File: src/rtl/branch_pkg.sv
// -----------------------------------------------------------------------------
// branch_pkg
// Shared types and constants for the branch prediction controller.
//   ctr_t       : 2-bit saturating direction counter encoding
//   bp_state_t  : controller state (table-clear sweep / normal operation)
//   bp_entry_t  : one BTB entry (valid, tag, target, counter)
//   CTR_RESET   : counter value written by the clear sweep
//   CTR_ALLOC   : counter value written when a taken branch allocates
// The tag field is sized for the widest possible tag (ENTRIES=4); smaller
// tags are stored zero-extended so the struct does not depend on ENTRIES.
// -----------------------------------------------------------------------------
package branch_pkg;

    typedef enum logic [1:0] {
        SNT = 2'b00,
        WNT = 2'b01,
        WT  = 2'b10,
        ST  = 2'b11
    } ctr_t;

    typedef enum logic {
        INIT = 1'b0,
        RUN  = 1'b1
    } bp_state_t;

    localparam int TAG_MAX_W = 28;

    typedef struct packed {
        logic                 valid;
        logic [TAG_MAX_W-1:0] tag;
        logic [31:0]          target;
        ctr_t                 ctr;
    } bp_entry_t;

    localparam ctr_t CTR_RESET = WNT;
    localparam ctr_t CTR_ALLOC = WT;

    // Contents written into every entry by the table-clear sweep.
    function automatic bp_entry_t entry_reset();
        bp_entry_t e;
        e.valid  = 1'b0;
        e.tag    = {TAG_MAX_W{1'b0}};
        e.target = 32'd0;
        e.ctr    = CTR_RESET;
        return e;
    endfunction

endpackage

File: src/rtl/bp_ctr_update.sv
// -----------------------------------------------------------------------------
// bp_ctr_update
// Combinational 2-bit saturating counter update.
//   cur   : current counter value
//   taken : resolved branch outcome
//   nxt   : next counter value (moves one step toward the outcome,
//           saturating at SNT and ST)
// -----------------------------------------------------------------------------
module bp_ctr_update
    import branch_pkg::*;
(
    input  ctr_t cur,
    input  logic taken,
    output ctr_t nxt
);

    // Saturating step toward the resolved direction.
    always_comb begin
        nxt = cur;
        case (cur)
            SNT:     nxt = taken ? WNT : SNT;
            WNT:     nxt = taken ? WT  : SNT;
            WT:      nxt = taken ? ST  : WNT;
            ST:      nxt = taken ? ST  : WT;
            default: nxt = CTR_RESET;
        endcase
    end

endmodule

File: src/rtl/branch_pred_ctrl.sv
// -----------------------------------------------------------------------------
// branch_pred_ctrl
// Branch prediction and resolution controller for the RV32 core.
// A direct-mapped BTB of 2-bit counters predicts taken/target for the fetch
// PC; resolved EX-stage branches raise redirect/flush on a mispredict and
// train the table. After reset a sweep clears one entry per cycle.
//
// Ports:
//   clk, rst           : clock, synchronous active-high reset
//   if_pc              : fetch PC
//   pred_taken/target  : prediction for if_pc (target 0 when not taken)
//   ex_valid, ex_is_branch, ex_pc, ex_taken, ex_target,
//   ex_pred_taken, ex_pred_target : resolved branch info from EX
//   redirect, redirect_pc, flush  : mispredict recovery (same cycle as EX)
//   init_busy          : table-clear sweep in progress
//
// Optional feature (macro BRANCH_PERF_CNT_EN):
//   perf_branches, perf_mispred : wrapping 32-bit event counters
// -----------------------------------------------------------------------------
module branch_pred_ctrl
    import branch_pkg::*;
#(
    parameter int ENTRIES = 16
) (
    input  logic        clk,
    input  logic        rst,
    input  logic [31:0] if_pc,
    output logic        pred_taken,
    output logic [31:0] pred_target,
    input  logic        ex_valid,
    input  logic        ex_is_branch,
    input  logic [31:0] ex_pc,
    input  logic        ex_taken,
    input  logic [31:0] ex_target,
    input  logic        ex_pred_taken,
    input  logic [31:0] ex_pred_target,
    output logic        redirect,
    output logic [31:0] redirect_pc,
    output logic        flush,
    output logic        init_busy
`ifdef BRANCH_PERF_CNT_EN
    ,
    output logic [31:0] perf_branches,
    output logic [31:0] perf_mispred
`endif
);

    localparam int IDX_W = $clog2(ENTRIES);
    localparam int TAG_W = 30 - IDX_W;

    bp_state_t        state_r;
    logic [IDX_W-1:0] sweep_idx_r;
    logic             init_busy_r;
    bp_entry_t        table_r [ENTRIES];

    logic [IDX_W-1:0]     if_idx_s;
    logic [TAG_MAX_W-1:0] if_tag_s;
    bp_entry_t            if_entry_s;

    logic [IDX_W-1:0]     ex_idx_s;
    logic [TAG_MAX_W-1:0] ex_tag_s;
    bp_entry_t            ex_entry_s;
    logic                 ex_hit_s;
    logic                 ex_branch_s;
    logic                 train_s;
    logic                 mis_s;
    ctr_t                 ctr_next_s;

    logic                 unused_ok_s;

    assign if_idx_s   = if_pc[IDX_W+1:2];
    assign if_tag_s   = TAG_MAX_W'(if_pc[31:IDX_W+2]);
    assign if_entry_s = table_r[if_idx_s];

    assign ex_idx_s    = ex_pc[IDX_W+1:2];
    assign ex_tag_s    = TAG_MAX_W'(ex_pc[31:IDX_W+2]);
    assign ex_entry_s  = table_r[ex_idx_s];
    assign ex_hit_s    = ex_entry_s.valid && (ex_entry_s.tag == ex_tag_s);
    assign ex_branch_s = ex_valid && ex_is_branch;
    assign train_s     = ex_branch_s && (state_r == RUN);

    // Fetch PC low bits and the EX-side target read are not needed.
    assign unused_ok_s = ^{if_pc[1:0], ex_entry_s.target};

    bp_ctr_update u_ctr_update (
        .cur   (ex_entry_s.ctr),
        .taken (ex_taken),
        .nxt   (ctr_next_s)
    );

    // Prediction from the registered table; gated off during the clear sweep.
    always_comb begin
        pred_taken  = 1'b0;
        pred_target = 32'd0;
        if ((state_r == RUN) && if_entry_s.valid &&
            (if_entry_s.tag == if_tag_s) && if_entry_s.ctr[1]) begin
            pred_taken  = 1'b1;
            pred_target = if_entry_s.target;
        end else begin
            pred_taken  = 1'b0;
            pred_target = 32'd0;
        end
    end

    // Mispredict detection and recovery PC; independent of table state.
    always_comb begin
        mis_s       = ex_branch_s &&
                      ((ex_taken != ex_pred_taken) ||
                       (ex_taken && (ex_target != ex_pred_target)));
        redirect_pc = 32'd0;
        if (mis_s) begin
            redirect_pc = ex_taken ? ex_target : (ex_pc + 32'd4);
        end else begin
            redirect_pc = 32'd0;
        end
    end

    assign redirect  = mis_s;
    assign flush     = mis_s;
    assign init_busy = init_busy_r;

    // Controller state and sweep index; sweep ends after ENTRIES cycles.
    always_ff @(posedge clk) begin
        if (rst) begin
            state_r     <= INIT;
            sweep_idx_r <= '0;
            init_busy_r <= 1'b1;
        end else begin
            case (state_r)
                INIT: begin
                    if (sweep_idx_r == IDX_W'(ENTRIES - 1)) begin
                        state_r     <= RUN;
                        sweep_idx_r <= '0;
                        init_busy_r <= 1'b0;
                    end else begin
                        sweep_idx_r <= sweep_idx_r + {{(IDX_W-1){1'b0}}, 1'b1};
                    end
                end
                RUN: begin
                    state_r     <= RUN;
                    init_busy_r <= 1'b0;
                end
                default: begin
                    state_r     <= INIT;
                    sweep_idx_r <= '0;
                    init_busy_r <= 1'b1;
                end
            endcase
        end
    end

    // Table storage: clear sweep in INIT, branch training in RUN. A read of
    // the entry being written this cycle still sees the old contents.
    always_ff @(posedge clk) begin
        if (!rst) begin
            if (state_r == INIT) begin
                table_r[sweep_idx_r] <= entry_reset();
            end else if (train_s) begin
                if (ex_hit_s) begin
                    table_r[ex_idx_s].ctr <= ctr_next_s;
                    if (ex_taken) begin
                        table_r[ex_idx_s].target <= ex_target;
                    end
                end else if (ex_taken) begin
                    table_r[ex_idx_s].valid  <= 1'b1;
                    table_r[ex_idx_s].tag    <= ex_tag_s;
                    table_r[ex_idx_s].target <= ex_target;
                    table_r[ex_idx_s].ctr    <= CTR_ALLOC;
                end
            end
        end
    end

`ifdef BRANCH_PERF_CNT_EN
    // Event counters; they count in INIT too and wrap naturally.
    always_ff @(posedge clk) begin
        if (rst) begin
            perf_branches <= 32'd0;
            perf_mispred  <= 32'd0;
        end else begin
            if (ex_branch_s) begin
                perf_branches <= perf_branches + 32'd1;
            end
            if (mis_s) begin
                perf_mispred <= perf_mispred + 32'd1;
            end
        end
    end
`endif

endmodule

File: config.mk
export PLATFORM = sky130hd
export DESIGN_NAME = branch_pred_ctrl
export DESIGN_NICKNAME = d
export VERILOG_FILES = /design/src/rtl/branch_pkg.sv /design/src/rtl/bp_ctr_update.sv /design/src/rtl/branch_pred_ctrl.sv
export SDC_FILE = /design/constraint.sdc
export NUM_CORES = 1
export LEC_CHECK = 0
export ABC_AREA = 1
export CAP_MARGIN = 20
export CELL_PAD_IN_SITES_DETAIL_PLACEMENT = 0
export CELL_PAD_IN_SITES_GLOBAL_PLACEMENT = 2
export CORE_MARGIN = 8
export CORE_UTILIZATION = 36
export CTS_CLUSTER_DIAMETER = 80
export CTS_CLUSTER_SIZE = 28
export DETAILED_ROUTE_END_ITERATION = 8
export PLACE_DENSITY_LB_ADDON = 0.2
export SYNTH_ARGS = -nofsm -noshare
export SYNTH_HDL_FRONTEND = slang
export SYNTH_HIERARCHICAL = 1
export SYNTH_SLANG_ARGS = --single-unit
File: constraint.sdc
create_clock -name clk -period 4.8 [get_ports clk]
set_input_delay 1.2 -clock clk [delete_from_list [all_inputs] [get_ports clk]]
set_output_delay 1.2 -clock clk [all_outputs]
set_load 0.05 [all_outputs]
==> results of run 1 <==
==> worst min-delay path: stages (launching register included) <==
cell and delay [ps]:
dfxtp_1 330, nor2_1 50, nor2_1 80
==> kinds of logic (layout without fill, tap and decap cells) <==
family	Yosys count	after routing
adders and majority gates	2	2
and+or+nand+nor	1926	1926
buffers and inverters	556	1066
other	0	1
xor gates and xnor gates	53	53
DFF	982	982
muxes	1	1
AOI/OAI and AO/OA	987	987
==> registers in the layout, summed over array words and instances (netlist names) <==
| name | flops |
|---|---|
| table_r | 976 |
| sweep_idx_r | 4 |
| init_busy | 1 |
| state_r | 1 |
==> synthesized netlist by cell type (3+ instances only) <==
cell / instances / area (sq um)
dfxtp_1: 6 / 120.1
buf_4: 27 / 202.7
o31ai_1: 32 / 240.2
or2_2: 10 / 62.56
a21oi_1: 388 / 1942
a31oi_1: 6 / 37.54
nand4_1: 13 / 81.33
nand3_2: 3 / 30.03
buf_6: 12 / 135.1
nor2_2: 12 / 75.07
a211oi_1: 22 / 165.2
o221ai_1: 22 / 192.7
buf_2: 67 / 335.3
nor3_1: 10 / 50.05
inv_2: 8 / 30.03
a32oi_1: 3 / 26.28
edfxtp_1: 976 / 29310
clkbuf_1: 173 / 649.4
clkinv_1: 4 / 15.01
nand3_1: 365 / 1827
nor2_1: 466 / 1749
a221oi_1: 116 / 1016
xor2_1: 35 / 306.5
o21ai_1: 19 / 95.09
o22ai_1: 17 / 106.4
buf_1: 25 / 93.84
nand2_1: 1018 / 3821
inv_1: 239 / 897.1
o211ai_1: 73 / 548.0
o21ai_0: 277 / 1386
nand2_2: 3 / 18.77
or2_1: 15 / 93.84
nor3_2: 3 / 30.03
xnor2_1: 18 / 157.7
==> how the worst max path moves through the flow <==
stage | endpoint | slack [ps] | cells after the start
floorplan | pred_target[10] | -140 | 16
global placement | table_r[11][21]$_DFFE_PP_ | -740 | 22
detailed placement | table_r[7][41]$_DFFE_PP_ | -690 | 21
CTS | pred_target[1] | -380 | 22
global route | pred_target[17] | -520 | 19
finish | pred_target[8] | -440 | 19
==> stage by stage <==
stage | utilization [%] | TNS [ps] | area, sq um | setup WS, ps
2_1_floorplan | - | -172.8 | 46440 | -138.9
3_3_place_gp | 43.20 | -889870 | 55020 | -739.8
3_5_place_dp | 43.20 | -944960 | 55020 | -691.2
4_1_cts | 45.18 | -11160 | 57540 | -380.9
5_1_grt | 45.43 | -16170 | 57860 | -516.7
6_report | 45.43 | -13570 | 57860 | -442.2
==> layout make-up <==
| type | instances | area, sq um | area share (%) |
|---|---|---|---|
| sequential | 982 | 29430 | 50.86 |
| multi-input combinational | 2969 | 15210 | 26.30 |
| timing repair buffer | 718 | 8179 | 14.14 |
| clock inverter | 35 | 511.7 | 0.8845 |
| inverter | 252 | 1002 | 1.732 |
| antenna | 1 | 2.502 | 0.004325 |
| clock buffer | 61 | 1441 | 2.491 |
| tap | 1662 | 2079 | 3.594 |
==> per-layer routing <==
layer	GRT usage, %	share of wire, %	vias to the layer above
met3	2.708	5.8	181
li1	-	-	16890
met2	40.72	48	1211
met4	5.261	2.5	0
met5	0	0	-
met1	32.84	43	18080
==> power by group through the flow <==
| stage | registers (mW) | logic, mW | clock network, mW |
|---|---|---|---|
| after global placement | 9.62 | 2.24 | 0 |
| after detailed placement | 9.62 | 2.23 | 0 |
| after global routing | 9.43 | 2.47 | 6.03 |
| after floorplan | 9.61 | 1.10 | 0 |
| final | 9.42 | 2.30 | 5.63 |
| after CTS | 9.42 | 2.29 | 5.77 |
==> timing repair <==
item / 4_1_cts / 5_1_grt
gates resized for setup: 129 / 88
buffers inserted: 19 / 3
gates cloned: 2 / 4
pin swaps: 34 / 37
setup endpoints to repair: 67 / 257
==> flow_summary.toml, run 1 <==
[worst_setup_path]
max_stage_delay_ps = 240
path_cells = "buf_8 -> buf_12 -> buf_12 -> buf_4 -> o21ai_0 -> o221ai_1 -> nand3_1 -> nand2_1 -> o22ai_1 -> nor2_1 -> nand2_1 -> nor2_1 -> nand2_1 -> buf_6 -> nor2_4 -> clkinv_4 -> buf_12 -> nor2_4 -> buf_12"
cpMaxStageDelayCell = "o221ai_1"
crit_type = "in2out"
rr_startpoint = "table_r[8][45]$_DFFE_PP_"
crit_path_start = "if_pc[3]"
required_ps = 3600
path_buf_inv = 8
start_kind = "input pin"
cp_common_cell = "buf_12"
worstPathMaxFanout = 21
rr_endpoint = "table_r[7][55]$_DFFE_PP_"
r2r_slack_ps = 1070
endpoint_kind = "output pin"
r2r_cells = 18
crit_arrival_ps = 4040
path_delay_family = "buffers and inverters"

[pwr]
p_sw_mw = 4.703
power_leakage_nw = 21.44
p_seq_share_pct = 54.3
total_power_mw = 17.36
peakVddDrop_v = 0.0003763
p_int_mw = 12.65
pwr-share-clk_pct = 32.4
power_frac_comb_pct = 13.3
sw_frac_of_total_pct = 27.10
p_per_area_nw_per_um2 = 300.0

[synth]
synth_enable_flop_cells = 976
synthCells = 4507
netlist_area_sq_um = 46090
synth_xor_area_share_pct = 1.007
ys_types = 53
avgSynthCellArea_sq_um = 10.23
synthAdderAreaFrac_pct = 0.05430
ys_seq_area_share_pct = 63.86
ys_async_sr_fraction_pct = 0
yosys.area_share.simple_pct = 17.20
synthMuxAreaShare_pct = 0.02172
synth_compound_gate_area_share_pct = 12.73
yosysWarnings = 6
syn_nets = 4643
synth_flop_cell = "edfxtp_1"
synth-seq-cells = 982
synth_top_family_by_area = "simple AND/OR/NAND/NOR gates"

[floorplanning]
coreArea_sq_um = 127400
die_h_um = 373.8
die_w_um = 373.8
start_util_pct = 36.19
dieArea_sq_um = 139700
std_cell_rows = 131
ios = 202

[finish]
finalNonFillerCells = 6680
drive_gt1_share_pct = 17.52
final_nets = 5114
final_common_cell = "nand2_1"
syn2layout_area_growth_pct = 25.55
final_cell_mix = "nand2_1, edfxtp_1, a21oi_1"
nFillCells = 11840

[sta]
post-route-min-period_ps = 5242
rsz0062_at_grt = "yes"
fin_worst_skew_ps = 48.67
timing.final.crit_share_pct = 109.2
setup_slack_ps = -442.2
relSlewSlack_pct = 23.85
hold_slack_ps = 494.7
drv_slew = 0
finalHoldViolCount = 0
timing.fmax_mhz = 190.8
setup_viol = 33
worstMarginPinSlew_ps = 1133

[grt]
grt_pass1_wl_um = 247700
grt.total_usage_pct = 23.89
grt_max_degree = 177
antenna_found_initial = 2
grt_pass1_vias = 34760
grt_overflow = 0

[place]
gp_congestion = 0.8685
place_inst = 6559
hpwl_um = 114600
io_buffers = 199

[cts]
cts_buffer_depth = 3
cts_root_buffer = "clkbuf_16"
clk_pin_slew_ps = 90
postCtsHoldBufs = 0
cts_buffers = 55
clock_sinks = 982
htree_levels = 2
clock_latency_ps = 700
cts_tree = "yes"

[worst_hold_path]
holdCritStartpoint = "init_busy$_SDFFE_PP1P_"
worstHoldEndpoint = "init_busy$_SDFFE_PP1P_"
hold_depth = 2
hp-class = "reg2reg"

[outcome]
violations = "negative setup slack"
status = "finished with violations"

[detailed_routing]
drcViolationCount = 0
via_per_inst = 5.443
routed_wl_um = 174600
antenna_left = 0
vias = 36360
wl_per_cell_um = 26.13
drt_iter0_markers = 3750
firstDrtPassIters = 6

[job]
maxCapViolCount = 0
No activity file was read; power rests on OpenSTA's default activity.
==> inputs of run 2 (changes only) <==
--- a/config.mk
+++ b/config.mk
@@ -9,7 +9,7 @@
 export CAP_MARGIN = 20
 export CELL_PAD_IN_SITES_DETAIL_PLACEMENT = 0
 export CELL_PAD_IN_SITES_GLOBAL_PLACEMENT = 2
-export CORE_MARGIN = 8
+export CORE_MARGIN = 3
 export CORE_UTILIZATION = 36
 export CTS_CLUSTER_DIAMETER = 80
 export CTS_CLUSTER_SIZE = 28
==> flow_summary.toml, run 2 (synthesis gave the netlist of run 1 again) <==
[detailed_routing]
firstDrtPassIters = 6
drcViolationCount = 0
vias = 36620
drt_iter0_markers = 3674
routed_wl_um = 176400
via_per_inst = 5.433
antenna_left = 0
wl_per_cell_um = 26.18

[worst_setup_path]
r2r_slack_ps = 1130
start_kind = "input pin"
required_ps = 3600
r2r_cells = 21
crit_type = "in2out"
max_stage_delay_ps = 350
path_cells = "buf_16 -> clkinv_16 -> buf_4 -> buf_4 -> nor2_1 -> o21ai_0 -> o211ai_1 -> o21ai_1 -> mux2i_2 -> o22ai_1 -> nor2_1 -> nand2_1 -> nor2_1 -> nand2_1 -> buf_6 -> nor2_4 -> clkinv_4 -> buf_16 -> nor2_4 -> buf_12"
cpMaxStageDelayCell = "mux2i_2"
cp_common_cell = "nor2_1"
crit_arrival_ps = 4010
rr_startpoint = "table_r[10][45]$_DFFE_PP_"
crit_path_start = "if_pc[3]"
rr_endpoint = "table_r[8][19]$_DFFE_PP_"
endpoint_kind = "output pin"
worstPathMaxFanout = 9

[finish]
final_nets = 5186
design_area_sq_um = 58870
final_core_util_pct = 46.58
finalNonFillerCells = 6740
largest_reg_flops = 976
syn2layout_area_growth_pct = 27.73
largest-register = "table_r"
drive_gt1_share_pct = 19.04
nFillCells = 11680
reg_top3 = "table_r: 976 flops, sweep_idx_r: 4 flops"
final_cell_mix = "nand2_1, edfxtp_1, buf_4"
final_common_cell = "nand2_1"

[sta]
timing.final.crit_share_pct = 108.5
worstMarginPinSlew_ps = 1038
post-route-min-period_ps = 5210
fin_tns_setup_ps = -11820
setup_slack_ps = -410.2
setup_viol = 33
rsz0062_at_grt = "yes"
relSlewSlack_pct = 30.24
fin_worst_skew_ps = 34.00
hold_slack_ps = 496.9
timing.fmax_mhz = 191.9
drv_slew = 0
finalHoldViolCount = 0

[floorplanning]
die_h_um = 363.8
die_w_um = 363.8
dieArea_sq_um = 132300
ios = 202
start_util_pct = 36.46
coreArea_sq_um = 126400
std_cell_rows = 130

[place]
gp_congestion = 0.8791
pre_cts_ws_ps = -835.5
io_buffers = 199
hpwl_um = 114500
place_inst = 6598
place_area_sq_um = 55500

[cts]
clock_sinks = 982
htree_levels = 2
cts_buffers = 57
clock_latency_ps = 700
cts_buffer_depth = 3
postCtsHoldBufs = 0
cts_root_buffer = "clkbuf_16"
cts_tree = "yes"
clk_pin_slew_ps = 80

[worst_hold_path]
hp-class = "reg2reg"
hold_depth = 2
worstHoldEndpoint = "init_busy$_SDFFE_PP1P_"
holdCritStartpoint = "init_busy$_SDFFE_PP1P_"

[pwr]
power_leakage_nw = 21.96
p_per_area_nw_per_um2 = 299.1
total_power_mw = 17.61
peakVddDrop_v = 0.0002759

[grt]
grt_max_degree = 185
grt_overflow = 0
grt.total_usage_pct = 26.08
antenna_found_initial = 3
grt_pass1_wl_um = 250000
grt_pass1_vias = 35090

[job]
maxCapViolCount = 0

[outcome]
violations = "negative setup slack"
status = "finished with violations"
-- run 2: how the worst max path moves through the flow --
stage                                 end  slack [ps]  cells after the start
after detailed placement   pred_target[1]        -840                     16
after global routing      pred_target[19]        -520                     21
after floorplan           pred_target[10]        -140                     16
after CTS                  pred_target[1]        -340                     21
after global placement    redirect_pc[28]        -810                     13
final                      pred_target[1]        -410                     20
-- run 2: cell type report --
type	count	area [sq um]	share of cell area (%)
Clock inverter	38	535.5	0.9097
Tap cell	1650	2064	3.507
Timing Repair inverter	2	17.52	0.02976
Inverter	252	1047	1.779
Clock buffer	60	1480	2.515
Multi-Input combinational cell	2969	15320	26.03
Timing Repair Buffer	786	8965	15.23
Sequential cell	982	29430	49.99
Antenna cell	1	2.502	0.004251
-- run 2: layer usage --
| layer | part of all wire (%) | vias to the layer above | track usage (%) |
|---|---|---|---|
| met3 | 5.4 | 192 | 2.376 |
| li1 | - | 17050 | - |
| met5 | 0 | - | 0 |
| met4 | 2.4 | 0 | 6.623 |
| met1 | 42 | 18150 | 34.87 |
| met2 | 50 | 1222 | 45.62 |
-- run 2: worst max-delay path: cells and delay by family --
kind / cells / cell delay (ps)
simple gates: 7 / 770
compound gates: 4 / 430
buf+inv: 8 / 1200
mux: 1 / 350
-- run 2: repair_timing --
| item | 4_1_cts | 5_1_grt |
|---|---|---|
| endpoints found under the hold margin | 0 | 0 |
| cloned | 9 | 2 |
| pin swaps | 45 | 30 |
| buffers inserted | 26 | 8 |
| resized for setup | 199 | 66 |
| endpoints found under the setup margin | 67 | 64 |
-- run 2: power breakdown --
group          internal (mW)  switching, mW
clock network           2.64           3.16
logic                  0.895           1.48
registers               9.39         0.0304
